[config.mk]
export PLATFORM = sky130hd
export DESIGN_NAME = alu4
export DESIGN_NICKNAME = d
export VERILOG_FILES = /design/src/rtl/alu4_pkg.sv /design/src/rtl/alu4_core.sv /design/src/rtl/alu4.sv
export SDC_FILE = /design/constraint.sdc
export NUM_CORES = 1
export LEC_CHECK = 0
export CAP_MARGIN = 20
export CORE_UTILIZATION = 40
export CTS_CLUSTER_DIAMETER = 100
export CTS_CLUSTER_SIZE = 28
export DETAILED_ROUTE_END_ITERATION = 16
export PLACE_DENSITY = 0.66
export SYNTH_ARGS = -nofsm -noshare
export SYNTH_HDL_FRONTEND = slang
export SYNTH_SLANG_ARGS = --single-unit
[constraint.sdc]
create_clock -name clk -period 1 [get_ports clk]
set_input_delay 0.15 -clock clk [delete_from_list [all_inputs] [get_ports clk]]
set_output_delay 0.15 -clock clk [all_outputs]
set_load 0.02 [all_outputs]
[src/rtl/alu4_pkg.sv]
// rtl/alu4_pkg.sv - opcode constants shared by the alu4 datapath
package alu4_pkg;

    localparam logic [2:0] OP_ADD = 3'b000;
    localparam logic [2:0] OP_SUB = 3'b001;
    localparam logic [2:0] OP_AND = 3'b010;
    localparam logic [2:0] OP_OR  = 3'b011;
    localparam logic [2:0] OP_XOR = 3'b100;
    localparam logic [2:0] OP_NOT = 3'b101;
    localparam logic [2:0] OP_SHL = 3'b110;
    localparam logic [2:0] OP_SHR = 3'b111;

endpackage

[src/rtl/alu4_core.sv]
// rtl/alu4_core.sv - combinational compute of result, carry and status flags
module alu4_core
    import alu4_pkg::*;
#(
    parameter int WIDTH = 4
) (
    input  logic [WIDTH-1:0] a,
    input  logic [WIDTH-1:0] b,
    input  logic [2:0]       op,
    output logic [WIDTH-1:0] result,
    output logic             carry_out,
    output logic             zero,
    output logic             negative,
    output logic             overflow
);

    logic [WIDTH:0] sum;
    logic [WIDTH:0] diff;

    // The extra top bit of diff is the borrow: set exactly when a < b unsigned.
    assign sum  = {1'b0, a} + {1'b0, b};
    assign diff = {1'b0, a} - {1'b0, b};

    always_comb begin
        result    = '0;
        carry_out = 1'b0;
        overflow  = 1'b0;
        case (op)
            OP_ADD: begin
                result    = sum[WIDTH-1:0];
                carry_out = sum[WIDTH];
                overflow  = (a[WIDTH-1] == b[WIDTH-1]) && (sum[WIDTH-1] != a[WIDTH-1]);
            end
            OP_SUB: begin
                result    = diff[WIDTH-1:0];
                carry_out = diff[WIDTH];
                overflow  = (a[WIDTH-1] != b[WIDTH-1]) && (diff[WIDTH-1] != a[WIDTH-1]);
            end
            OP_AND: result = a & b;
            OP_OR:  result = a | b;
            OP_XOR: result = a ^ b;
            OP_NOT: result = ~a;
            OP_SHL: begin
                result    = {a[WIDTH-2:0], 1'b0};
                carry_out = a[WIDTH-1];
            end
            OP_SHR: begin
                result    = {1'b0, a[WIDTH-1:1]};
                carry_out = a[0];
            end
            default: result = '0;
        endcase
        zero     = (result == '0);
        negative = result[WIDTH-1];
    end

endmodule

[src/rtl/alu4.sv]
// rtl/alu4.sv - registered ALU: core compute followed by one output register stage
module alu4
    import alu4_pkg::*;
#(
    parameter int WIDTH = 4
) (
    input  logic             clk,
    input  logic             rst_n,
    input  logic             in_valid,
    input  logic [WIDTH-1:0] a,
    input  logic [WIDTH-1:0] b,
    input  logic [2:0]       op,
    output logic             out_valid,
    output logic [WIDTH-1:0] result,
    output logic             carry_out,
    output logic             zero,
    output logic             negative,
    output logic             overflow
);

    logic [WIDTH-1:0] core_result;
    logic             core_carry;
    logic             core_zero;
    logic             core_negative;
    logic             core_overflow;

    logic             valid_q, valid_d;
    logic [WIDTH-1:0] result_q, result_d;
    logic             carry_q, carry_d;
    logic             zero_q, zero_d;
    logic             negative_q, negative_d;
    logic             overflow_q, overflow_d;

    alu4_core #(
        .WIDTH (WIDTH)
    ) u_core (
        .a         (a),
        .b         (b),
        .op        (op),
        .result    (core_result),
        .carry_out (core_carry),
        .zero      (core_zero),
        .negative  (core_negative),
        .overflow  (core_overflow)
    );

    // Result and flags hold across idle cycles; only out_valid tracks in_valid.
    always_comb begin
        valid_d    = in_valid;
        result_d   = result_q;
        carry_d    = carry_q;
        zero_d     = zero_q;
        negative_d = negative_q;
        overflow_d = overflow_q;
        if (in_valid) begin
            result_d   = core_result;
            carry_d    = core_carry;
            zero_d     = core_zero;
            negative_d = core_negative;
            overflow_d = core_overflow;
        end
    end

    always_ff @(posedge clk or negedge rst_n) begin
        if (!rst_n) begin
            valid_q    <= 1'b0;
            result_q   <= '0;
            carry_q    <= 1'b0;
            zero_q     <= 1'b0;
            negative_q <= 1'b0;
            overflow_q <= 1'b0;
        end else begin
            valid_q    <= valid_d;
            result_q   <= result_d;
            carry_q    <= carry_d;
            zero_q     <= zero_d;
            negative_q <= negative_d;
            overflow_q <= overflow_d;
        end
    end

    assign out_valid = valid_q;
    assign result    = result_q;
    assign carry_out = carry_q;
    assign zero      = zero_q;
    assign negative  = negative_q;
    assign overflow  = overflow_q;

endmodule

; Yosys cells after proc, flatten, opt, wreduce, memory -nomap -nowiden
; Index checks and enable logic that the tools add are counted.
[totals]
register_bits = 9
inputBits = 14
out_inout_bits = 9
[op_classes]
n_addsub = 2
n_eq_ne = 11
mux = 3
bitwise = 4
reduce_logical = 4
[ops]
columns = cell, n
row1 = 4-bit one-hot mux with 8 select lines, 1
row2 = 3-bit equality test (second input constant), 4
row3 = 3-bit by 2-bit equality test with 1-bit output (second input constant), 2
row4 = 4-bit by 4-bit adder with 5-bit output, 1
row5 = 4-bit by 4-bit subtractor with 5-bit output, 1
row6 = 4-bit bitwise AND, 1
row7 = 4-bit logical NOT, 1
row8 = 4-bit NOT, 1
row9 = 4-bit OR, 1
row10 = 1-bit one-hot mux with 4 select lines, 1
row11 = 4-bit XOR, 1
row12 = 3-bit by 1-bit equality test with 1-bit output (second input constant), 1
row13 = 3-bit logical NOT, 1
row14 = 1-bit != test, 3
row15 = 1-bit logical AND, 2
row16 = 1-bit one-hot mux with 2 select lines, 1
row17 = 1-bit equality test, 1

; Depth between registers and ports, before layout
[depth]
depth_word = 4
mapped_depth = 8

; Modules after synthesis
; A second synthesis with hierarchy kept.
[unflattened]
cells_unflattened = 114
hier_area_um2 = 1044.8
[by_module_without_submodules]
columns = mod, n_inst, cells_each, area_per_inst_um2, seq_area_each_um2
row1 = alu4_core, 1, 96, 688.2, 0.0
row2 = alu4, 1, 18, 356.6, 225.2

; Worst setup path before layout
; OpenSTA, ideal clock, no wires.
[synth_timing]
path_type = in2reg
start = input port a[0]
end = register result_q[2] (netlist: result[2])
setup_ns = 0.065
t_arrival_ns = 1.752
path_slack_ns = -0.817
stages = 8
cell_sequence = inv_1 > ha_1 > inv_1 > fa_1 > xor2_1 > mux4_2 > o21ai_1 > mux2_2
[synth_via]
elab_chain_len = 2
[synth_lines]
columns = element, line_no
row1 = "start, declared", alu4.sv:10  ; input logic [WIDTH-1:0] a,
row2 = 4-bit by 4-bit subtractor with 5-bit output or 4-bit by 4-bit adder with 5-bit output (tied branches), "alu4_core.sv:22, alu4_core.sv:21"
row3 = 4-bit one-hot mux with 8 select lines *, alu4_core.sv:28  ; case (op)
row4 = "end signal, assigned", alu4.sv:74  ; result_q <= result_d;
row5 = "end, declared", alu4.sv:28  ; logic [WIDTH-1:0] result_q, result_d;
; Mark *: on every way between the ends. The rest lies on a longest branch, timed or not.
; A chain may end at the register's enable or synchronous reset.

; Final worst setup path
[layout_timing]
start = input port b[0]
end = register zero_q (netlist: zero)
[layout_via]
elab_chain_len = 3
[layout_lines]
columns = element, line_no
row1 = "start, declared", alu4.sv:11  ; input logic [WIDTH-1:0] b,
row2 = "4-bit by 4-bit subtractor with 5-bit output, or another cell as far along", alu4_core.sv:22  ; assign diff = {1'b0, a} - {1'b0, b};
row3 = 4-bit one-hot mux with 8 select lines *, alu4_core.sv:28
row4 = 4-bit logical NOT *, alu4_core.sv:53  ; zero = (result == '0);
row5 = "end signal, assigned", alu4.sv:76  ; zero_q <= zero_d;
row6 = "end, declared", alu4.sv:30  ; logic zero_q, zero_d;
; Marks and branches as above.

==> flow_metrics.tcl <==
set metrics [dict create \
    status "complete, but fails checks" \
    failed_checks "negative setup slack" \
    clockRootBuffer "clkbuf_4" \
    final_util 0.784 \
    vias 1135 \
    cts_tree "built" \
    grt_pass1_wl_mm 5.62 \
    avgRoutedWirePerCell_um 15.7 \
    start_kind "primary input" \
    fp-row-count 17 \
    io_buffers 22 \
    crit_path_max_fanout 2 \
    grt_pass1_vias 1249 \
    yosysWarnings 0 \
    worst_pin_slew_ns 0.354 \
    synth_cell_type_count 44 \
    gp_congestion 0.859 \
    crit_required_ns 1.15 \
    wl_mm 3.39 \
    min_period_over_period 1.68 \
    clk_pin_slew_ns 0.06 \
    slew_violations 0 \
    core_area_um2 2280 \
    holdCritPathClass "in -> async" \
    diodes 0 \
    initial_utilization 0.434 \
    synth_seq_cells 8 \
    drv_cap 0 \
    layout.nets 218 \
    endpoint_kind "register" \
    cp_data_arrival_time_ns 1.83 \
    ys_seq_area_frac 0.203 \
    antenna_found_initial 0 \
    die_w_um 51.7 \
    antenna_left 0 \
    layout-drive-gt1-share 0.574 \
    synth.cell_area_um2 988 \
    layout_setup_ws_ns -0.681 \
    path_class "in -> reg" \
    clockBufferDepth 2 \
    synthTopCellsByCount "13 x inv_1, 12 x ha_1, 10 x nand2_1" \
    fin_tns_setup_ns -3.24 \
    track_usage 0.288 \
    area_delta_synth_final_pct 80.5 \
    layout_min_cycle_time_ns 1.68 \
    ir_drop_mv 0.842 \
    initialDrtViolationCount 11 \
    async_flop_share 1.00 \
    power_density_nw_per_um2 842 \
    clock_skew_ns 0 \
    post-dp-hpwl_mm 2.31 \
    grt_max_degree 10 \
    pin_count 23 \
    drc 0 \
    die-area_um2 2670 \
    post-place-cells 204 \
    cts_buffers 3 \
    syn_area_per_cell_um2 8.67 \
    design_area_um2 1780 \
    pre_cts_ws_ns -1.39 \
    final_cells 216 \
    synth_top_cell_by_area "dfrtp_1" \
    place_area_um2 1630 \
    h-tree-depth 1 \
    rsz0062_at_grt "true" \
    hold_viol 0 \
    overflow 0 \
    synthCells 114 \
    synth_edf_count 0 \
    synth_nets 142 \
    clk-insertion-delay-late_ns 0.25 \
    synth_ff_type "dfrtp_1" \
    synthTopCellsByArea "dfrtp_1 20%, ha_1 15%, inv_1 4.9%, fa_1 4.1%, nand2_1 3.8%" \
    slew_headroom 0.763 \
    clock-sinks 8 \
    first_pass_iters 4 \
    synth_top_area_share 0.203 \
    via_per_inst 5.25 \
    power.leakage_nw 0.874 \
    fmax_mhz 595 \
    die_y_um 51.7 \
    setup_viol 7 \
    yosysMostFrequentCell "inv_1" \
]
stage by stage:
stage | total power [mW] | hold slack (ns)
after floorplan | 0.785 | -0.146
after global placement | 1.16 | 0.442
after CTS | 1.51 | 0.179
after detailed placement | 1.18 | 0.450
final | 1.50 | 0.172
after global routing | 1.60 | 0.186
cells in the final DEF, fill, tap and decap left out, types with 2 or more instances in the layout:
cell type,netlist,layout
buf_4,3,44
buf_2,2,11
buf_6,0,11
nand2_1,10,10
nor2_1,8,8
dfrtp_1,8,8
inv_2,2,7
ha_4,0,6
inv_1,13,5
ha_1,12,5
a21oi_1,7,4
nand2b_1,4,4
a21oi_2,0,3
mux2i_1,3,3
clkbuf_4,0,3
dlygate4sd2_1,0,3
inv_4,0,2
xnor2_1,2,2
xor2_1,2,2
o21ai_2,0,2
mux2_4,0,2
o31a_1,2,2
o211ai_1,2,2
o21ai_0,4,2
fa_2,0,2
clkdlybuf4s50_1,0,2
clkdlybuf4s15_1,0,2
area by class of cell:
type,count,area [um2]
multi-input cells,86,837
clock buffers,3,22.5
well taps,28,35.0
fillers,153,492
repair buffers,76,616
inverters,15,73.8
flip-flops and latches,8,200
routing by layer:
metal	GRT usage	share of wire	wire length, um	up-vias
li1	-	-	-	547
met1	0.326	0.41	1400	553
met2	0.565	0.55	1850	29
met3	0.0146	0.028	96	6
met4	0.0901	0.012	41	0
met5	0	0	0	-
report_power, final:
group,internal [mW],leakage (nW),total [mW],switching (mW)
logic,0.463,0.761,0.878,0.415
clock network,0.137,0.0138,0.246,0.109
registers,0.361,0.0990,0.379,0.0180
total,0.961,0.874,1.50,0.542
kinds of logic after synthesis:
group / after synthesis / share of synthesized area
flip-flops: 8 / 0.203
XOR/XNOR: 4 / 0.0354
AO/OA/AOI/OAI: 33 / 0.268
adder cells (fa/ha/maj): 14 / 0.192
multiplexers: 6 / 0.0759
buffers and inverters: 20 / 0.0899
AND/OR/NAND/NOR: 29 / 0.135
registers in the layout, summed over array words and instances (netlist names):
name and flops:
result 4, zero 1, carry_out 1, out_valid 1
overflow 1
timing repair:
action                                  4_1_cts  5_1_grt
pin swaps                                    26       18
buffers inserted                             14        2
hold buffers                                  0        0
endpoints found under the setup margin       16        7
gates cloned                                  0        0
gates resized for setup                      98       15
worst paths after layout:
kind | startpoint | to | slack (ns) | cells after the start
setup / recovery | b[0] | zero | -0.68 | 8
hold / removal | rst_n | result[0] | 0.17 | 1
setup reg to reg | result[3] | result[3] | 0.13 | 2
hold reg to reg | result[0] | result[0] | 0.49 | 2
max in group asynchronous | rst_n | carry_out | 0.57 | 1
min in group clk | op[0] | carry_out | 0.37 | 5
critical path, stage by stage:
cell,delay [ns]
buf_8,0.10
buf_6,0.11
ha_4,0.17
fa_2,0.35
and3_4,0.19
o311ai_4,0.30
o21ai_2,0.11
o41ai_2,0.33
Note: power is estimated with default switching activity, not from simulation.
==> patch 1 (same settings) <==
Reset style: synchronous (`rst_n`), changed in one clocked block.
--- a/src/rtl/alu4.sv
+++ b/src/rtl/alu4.sv
@@ -61,7 +61,7 @@
         end
     end
 
-    always_ff @(posedge clk or negedge rst_n) begin
+    always_ff @(posedge clk) begin
         if (!rst_n) begin
             valid_q    <= 1'b0;
             result_q   <= '0;
Formal check against the unedited RTL: differs if rst_n is asserted again (counterexample within 4 cycles, from zero or initial values and one cycle with rst_n low); with rst_n held inactive, the same outputs for 10 cycles.
==> patch 1 against the unedited design <==
  * The run still ends with setup timing left
  * Sequential cell count did not move
  * Area after synthesis rose by 5.2%
  * Largest power group unchanged
  * Final area rose by 4.0%
  * Clock power rose by 5%
  * Sequential power fell by 7.9%
  * Critical path depth rose by 2
  * Power fell by 6.0%
  * Setup slack improved by 0.23 ns
  * Fmax rose by 15%
  * Wire length fell by 6.5%
  * Largest cell class unchanged
  * Via count rose by 1.9%
  * Combinational power fell by 8.2%
==> patch 1: results (changes against the unedited design) <==
async_reset_ff_frac: 0  # was 1.000
leakage_nw: 0.8230  # was 0.8742 nW
wirelength_um: 3168  # was 3388 um
nFillCells: 169  # was 153
grtUsageTotal: 0.2406  # was 0.2879
syn_area_per_cell_sq_um: 8.318  # was 8.671 sq um
grt_start_max_net_pins: 13  # was 10
grt_pass1_wl_um: 4954  # was 5623 um
setup_ws_ns: -0.4555  # was -0.6811 ns
ys_top_cells_by_count: "inv_1 (13), ha_1 (12), dfxtp_1 (8)"  # was inv_1 (13), ha_1 (12), nand2_1 (10), dfrtp_1 (8), nor2_1 (8)
yosysUniqueCellTypes: 49  # was 44
dpl_cell_area_sq_mm: 0.001597  # was 0.001628 sq mm
r2r_slack_ns: 0.28  # was 0.13 ns
violations: "setup timing"  # unchanged
cp_max_fo: 3  # was 2
yosys-top-cells-area: "dfxtp_1 (15%), ha_1 (14%), mux2i_1 (5.8%)"  # was dfrtp_1 (20%), ha_1 (15%), inv_1 (4.9%)
status: "finished with violations"  # unchanged
timing.rr.start: "result[3]"  # unchanged
yosysSeqAreaShare: 0.1540  # was 0.2025
p_sw_frac: 0.3610  # was 0.3606
crit_path_start: "b[1]"  # was b[0]
seqCellArea_sq_um: 160.2  # was 200.2 sq um
synthesis.nets: 153  # was 142
clock_power_share: 0.183  # was 0.164
dp.final_hpwl_um: 2179  # was 2313 um
wl_per_cell_um: 14.53  # was 15.69 um
grt_pass1_vias: 1121  # was 1249
tns_ns: -2.416  # was -3.240 ns
place_congestion: 0.8702  # was 0.8591
holdWs_ns: 0.3517  # was 0.1718 ns
p_sw_w: 0.0005099  # was 0.0005418 W
drive_above_1_share: 0.5904  # was 0.5745
setup_viol: 7  # unchanged
worst_pin_slew_ns: 0.2660  # was 0.3538 ns
port_buffers: 22  # unchanged
clock_tree.buffer_depth: 2  # unchanged
fin_nets: 218  # unchanged
first_iter_violations: 21  # was 11
ir_drop_uv: 577.8  # was 841.5 uV
## patch 1: cell types whose count changed after synthesis, moves of 3 or more
| cell | unedited run | this run |
|---|---|---|
| dfrtp_1 | 8 | 0 |
| dfxtp_1 | 0 | 8 |
| nor2b_1 | 0 | 5 |
| a21oi_1 | 7 | 3 |
| nand2_1 | 10 | 6 |
| nor3b_1 | 0 | 4 |
| mux2i_1 | 3 | 6 |
| nor2_1 | 8 | 5 |
## patch 1: logic make-up after synthesis
group | synth area share
simple gates | 0.2515
buf+inv | 0.1047
fa+ha+maj | 0.1829
flops | 0.1540
mux | 0.07942
xor+xnor | 0.01685
compound gates | 0.2106
## patch 1: how the worst max path moves through the flow
stage | endpoint | slack (ns) | cells past startpoint
finish | overflow | -0.46 | 10
global route | overflow | -0.50 | 9
CTS | zero | -0.45 | 9
detailed placement | zero | -1.27 | 8
global placement | result[3] | -1.23 | 8
floorplan | overflow | -0.57 | 8
## patch 1: layout make-up
class / instances / share of cell area
multi-input cells: 95 / 0.5287
inverters: 13 / 0.03978
flip-flops and latches: 8 / 0.08631
clock buffers: 3 / 0.01214
repair buffers: 69 / 0.3129
well taps: 30 / 0.02023
## patch 1: layer usage
layer	vias up	GRT usage	routed length [um]
met3	5	0.01149	78
met4	0	0.09211	53
met1	555	0.2967	1332
met5	-	0	0
met2	22	0.4325	1702
li1	575	-	-
## patch 1: timing repair
item / 4_1_cts / 5_1_grt
pin swaps: 27 / 20
gates cloned: 0 / 0
setup endpoints to repair: 16 / 12
buffers inserted: 11 / 2
resized for setup: 101 / 29
## patch 1: critical path, cell delays in order
cell and delay [ns]:
buf_6 0.08, inv_4 0.04, buf_4 0.13, ha_4 0.15, nor2b_4 0.12, buf_6 0.12, or4_1 0.53, nand4_1 0.11
a21o_1 0.14, a21oi_2 0.05
==> patch 2 (same flow settings) <==
Without the edit above. `WIDTH` is set to 4 in 2 places; all go to 6.
--- a/src/rtl/alu4_core.sv
+++ b/src/rtl/alu4_core.sv
@@ -2,7 +2,7 @@
 module alu4_core
     import alu4_pkg::*;
 #(
-    parameter int WIDTH = 4
+    parameter int WIDTH = 6
 ) (
     input  logic [WIDTH-1:0] a,
     input  logic [WIDTH-1:0] b,
--- a/src/rtl/alu4.sv
+++ b/src/rtl/alu4.sv
@@ -2,7 +2,7 @@
 module alu4
     import alu4_pkg::*;
 #(
-    parameter int WIDTH = 4
+    parameter int WIDTH = 6
 ) (
     input  logic             clk,
     input  logic             rst_n,
Ports: changed (resized a, b and result); port bits go from 23 to 29. The function was not compared with the original's and may differ.
==> patch 2 against the unedited design <==
  * The run still ends with setup timing left
  * Wire length grew 62%
  * Final area is 48% higher
  * Via count increased by 54%
  * Area after synthesis up 48%
  * Non-clock buffer count grew 19
  * Sequential cell count is 2 higher
  * Setup slack worse by 0.050 ns
  * Register-to-register slack worse by 0.02 ns
  * Power grew 50%
  * Critical path depth rose by 1
  * First-iteration DRC count increased to 8.5 times the old value
  * Die area rose by 46%
  * Synthesized cell count up 59%
  * Fmax shrank 2.9%
  * Critical path type unchanged
  * Largest cell class unchanged
  * Largest power group unchanged
==> patch 2: results (changes against the unedited design) <==
met3_usage: 0.03650  # was 0.01462
fin_nets: 306  # was 218
grt_pass1_wl_um: 7948  # was 5623 um
largest_register_ffs: 6  # was 4
worst_pin_slew_ns: 0.2995  # was 0.3538 ns
port_buffers: 28  # was 22
ir_drop_uv: 383.9  # was 841.5 uV
status: "finished with violations"  # unchanged
wirelength_um: 5499  # was 3388 um
worstPathArrival_ns: 1.89  # was 1.83 ns
syn_area_per_cell_sq_um: 8.102  # was 8.671 sq um
grtUsageMet1: 0.2928  # was 0.3262
ys_top_cells_by_count: "inv_1 (20), ha_1 (18), o21ai_0 (16), a21oi_1 (13), nand2_1 (12)"  # was inv_1 (13), ha_1 (12), nand2_1 (10), dfrtp_1 (8), nor2_1 (8)
dp.final_hpwl_um: 3346  # was 2313 um
leakage_nw: 1.206  # was 0.8742 nW
yosysSeqAreaShare: 0.1706  # was 0.2025
grtUsageTotal: 0.2496  # was 0.2879
setup_viol: 9  # was 7
violations: "setup timing"  # unchanged
crit_path_start: "a[1]"  # was b[0]
cp_max_fo: 4  # was 2
synthesis.nets: 219  # was 142
worst_path_max_delay_cell: "o41ai_2"  # was fa_2
r2r_slack_ns: 0.11  # was 0.13 ns
wl_per_cell_um: 17.63  # was 15.69 um
dpl_cell_area_sq_mm: 0.002227  # was 0.001628 sq mm
yosys-top-cells-area: "dfrtp_1 (17%), ha_1 (15%), o21ai_0 (5.5%)"  # was dfrtp_1 (20%), ha_1 (15%), inv_1 (4.9%)
r2r_end: "result[5]"  # was result[3]
met2_usage: 0.4402  # was 0.5649
max_stage_delay_ns: 0.33  # was 0.35 ns
dpl.cell_count: 296  # was 204
setup_ws_ns: -0.7309  # was -0.6811 ns
first_iter_violations: 94  # was 11
grt_pass1_vias: 1759  # was 1249
grt_start_max_net_pins: 17  # was 10
drive_above_1_share: 0.6090  # was 0.5745
timing.rr.start: "result[5]"  # was result[3]
yosysUniqueCellTypes: 47  # was 44
==> patch 2: cell count changes in the layout (fill, tap and decap cells not counted), sizes merged, moves of 4 or more <==
cell   change
nand3      +4
mux2i      +4
o22ai      +5
buf       +23
inv        +6
o21ai     +13
ha         +6
a21oi      +7
==> patch 2: cell type report <==
| cell class | instances | area [sq um] |
|---|---|---|
| well taps | 46 | 57.56 |
| flip-flops and latches | 10 | 250.2 |
| multi-input cells | 137 | 1375 |
| inverters | 21 | 96.34 |
| clock buffers | 3 | 22.52 |
| fillers | 216 | 774.5 |
| repair buffers | 95 | 839.6 |
==> patch 2: kinds of logic after synthesis <==
kind of cell / after synthesis / synth area share
AOI/OAI and AO/OA: 60 / 0.2662
muxes: 10 / 0.07082
DFF: 10 / 0.1706
buffers and inverters: 34 / 0.1246
adders and majority gates: 20 / 0.1809
and+or+nand+nor: 41 / 0.1510
xor gates and xnor gates: 6 / 0.03584
==> patch 2: where the power goes <==
group / switching (W) / internal, W
registers: 0.0000263 / 0.000458
logic: 0.000749 / 0.000754
clock network: 0.000132 / 0.000139
total: 0.000908 / 0.00135
==> patch 2: per-layer routing <==
layer | part of all wire | vias up | routed length (um)
li1 | - | 798 | -
met5 | 0 | - | 0
met3 | 0.071 | 38 | 390
met1 | 0.37 | 805 | 2027
met2 | 0.50 | 105 | 2730
met4 | 0.064 | 0 | 350
==> patch 2: timing repair <==
| item | CTS | global route |
|---|---|---|
| setup buffers | 11 | 8 |
| cloned | 1 | 0 |
| pin swaps | 30 | 28 |
| resized for setup | 158 | 43 |
| endpoints found under the setup margin | 20 | 9 |
==> patch 2: per-stage QoR <==
| stage | setup slack (ns) | TNS, ns | power, W |
|---|---|---|---|
| floorplan | -0.7146 | -4.120 | 0.001140 |
| CTS | -0.6893 | -4.507 | 0.002063 |
| global placement | -1.384 | -11.85 | 0.001626 |
| global route | -0.7650 | -5.008 | 0.002362 |
| finish | -0.7309 | -4.583 | 0.002258 |
| detailed placement | -1.500 | -12.63 | 0.001666 |
==> patch 2: how the worst min path moves through the flow <==
stage,from,to,slack [ns]
5_1_grt,rst_n,out_valid,0.20
6_report,rst_n,result[4],0.17
2_1_floorplan,rst_n,carry_out,-0.15
3_3_place_gp,rst_n,out_valid,0.45
4_1_cts,rst_n,out_valid,0.18
3_5_place_dp,rst_n,out_valid,0.45
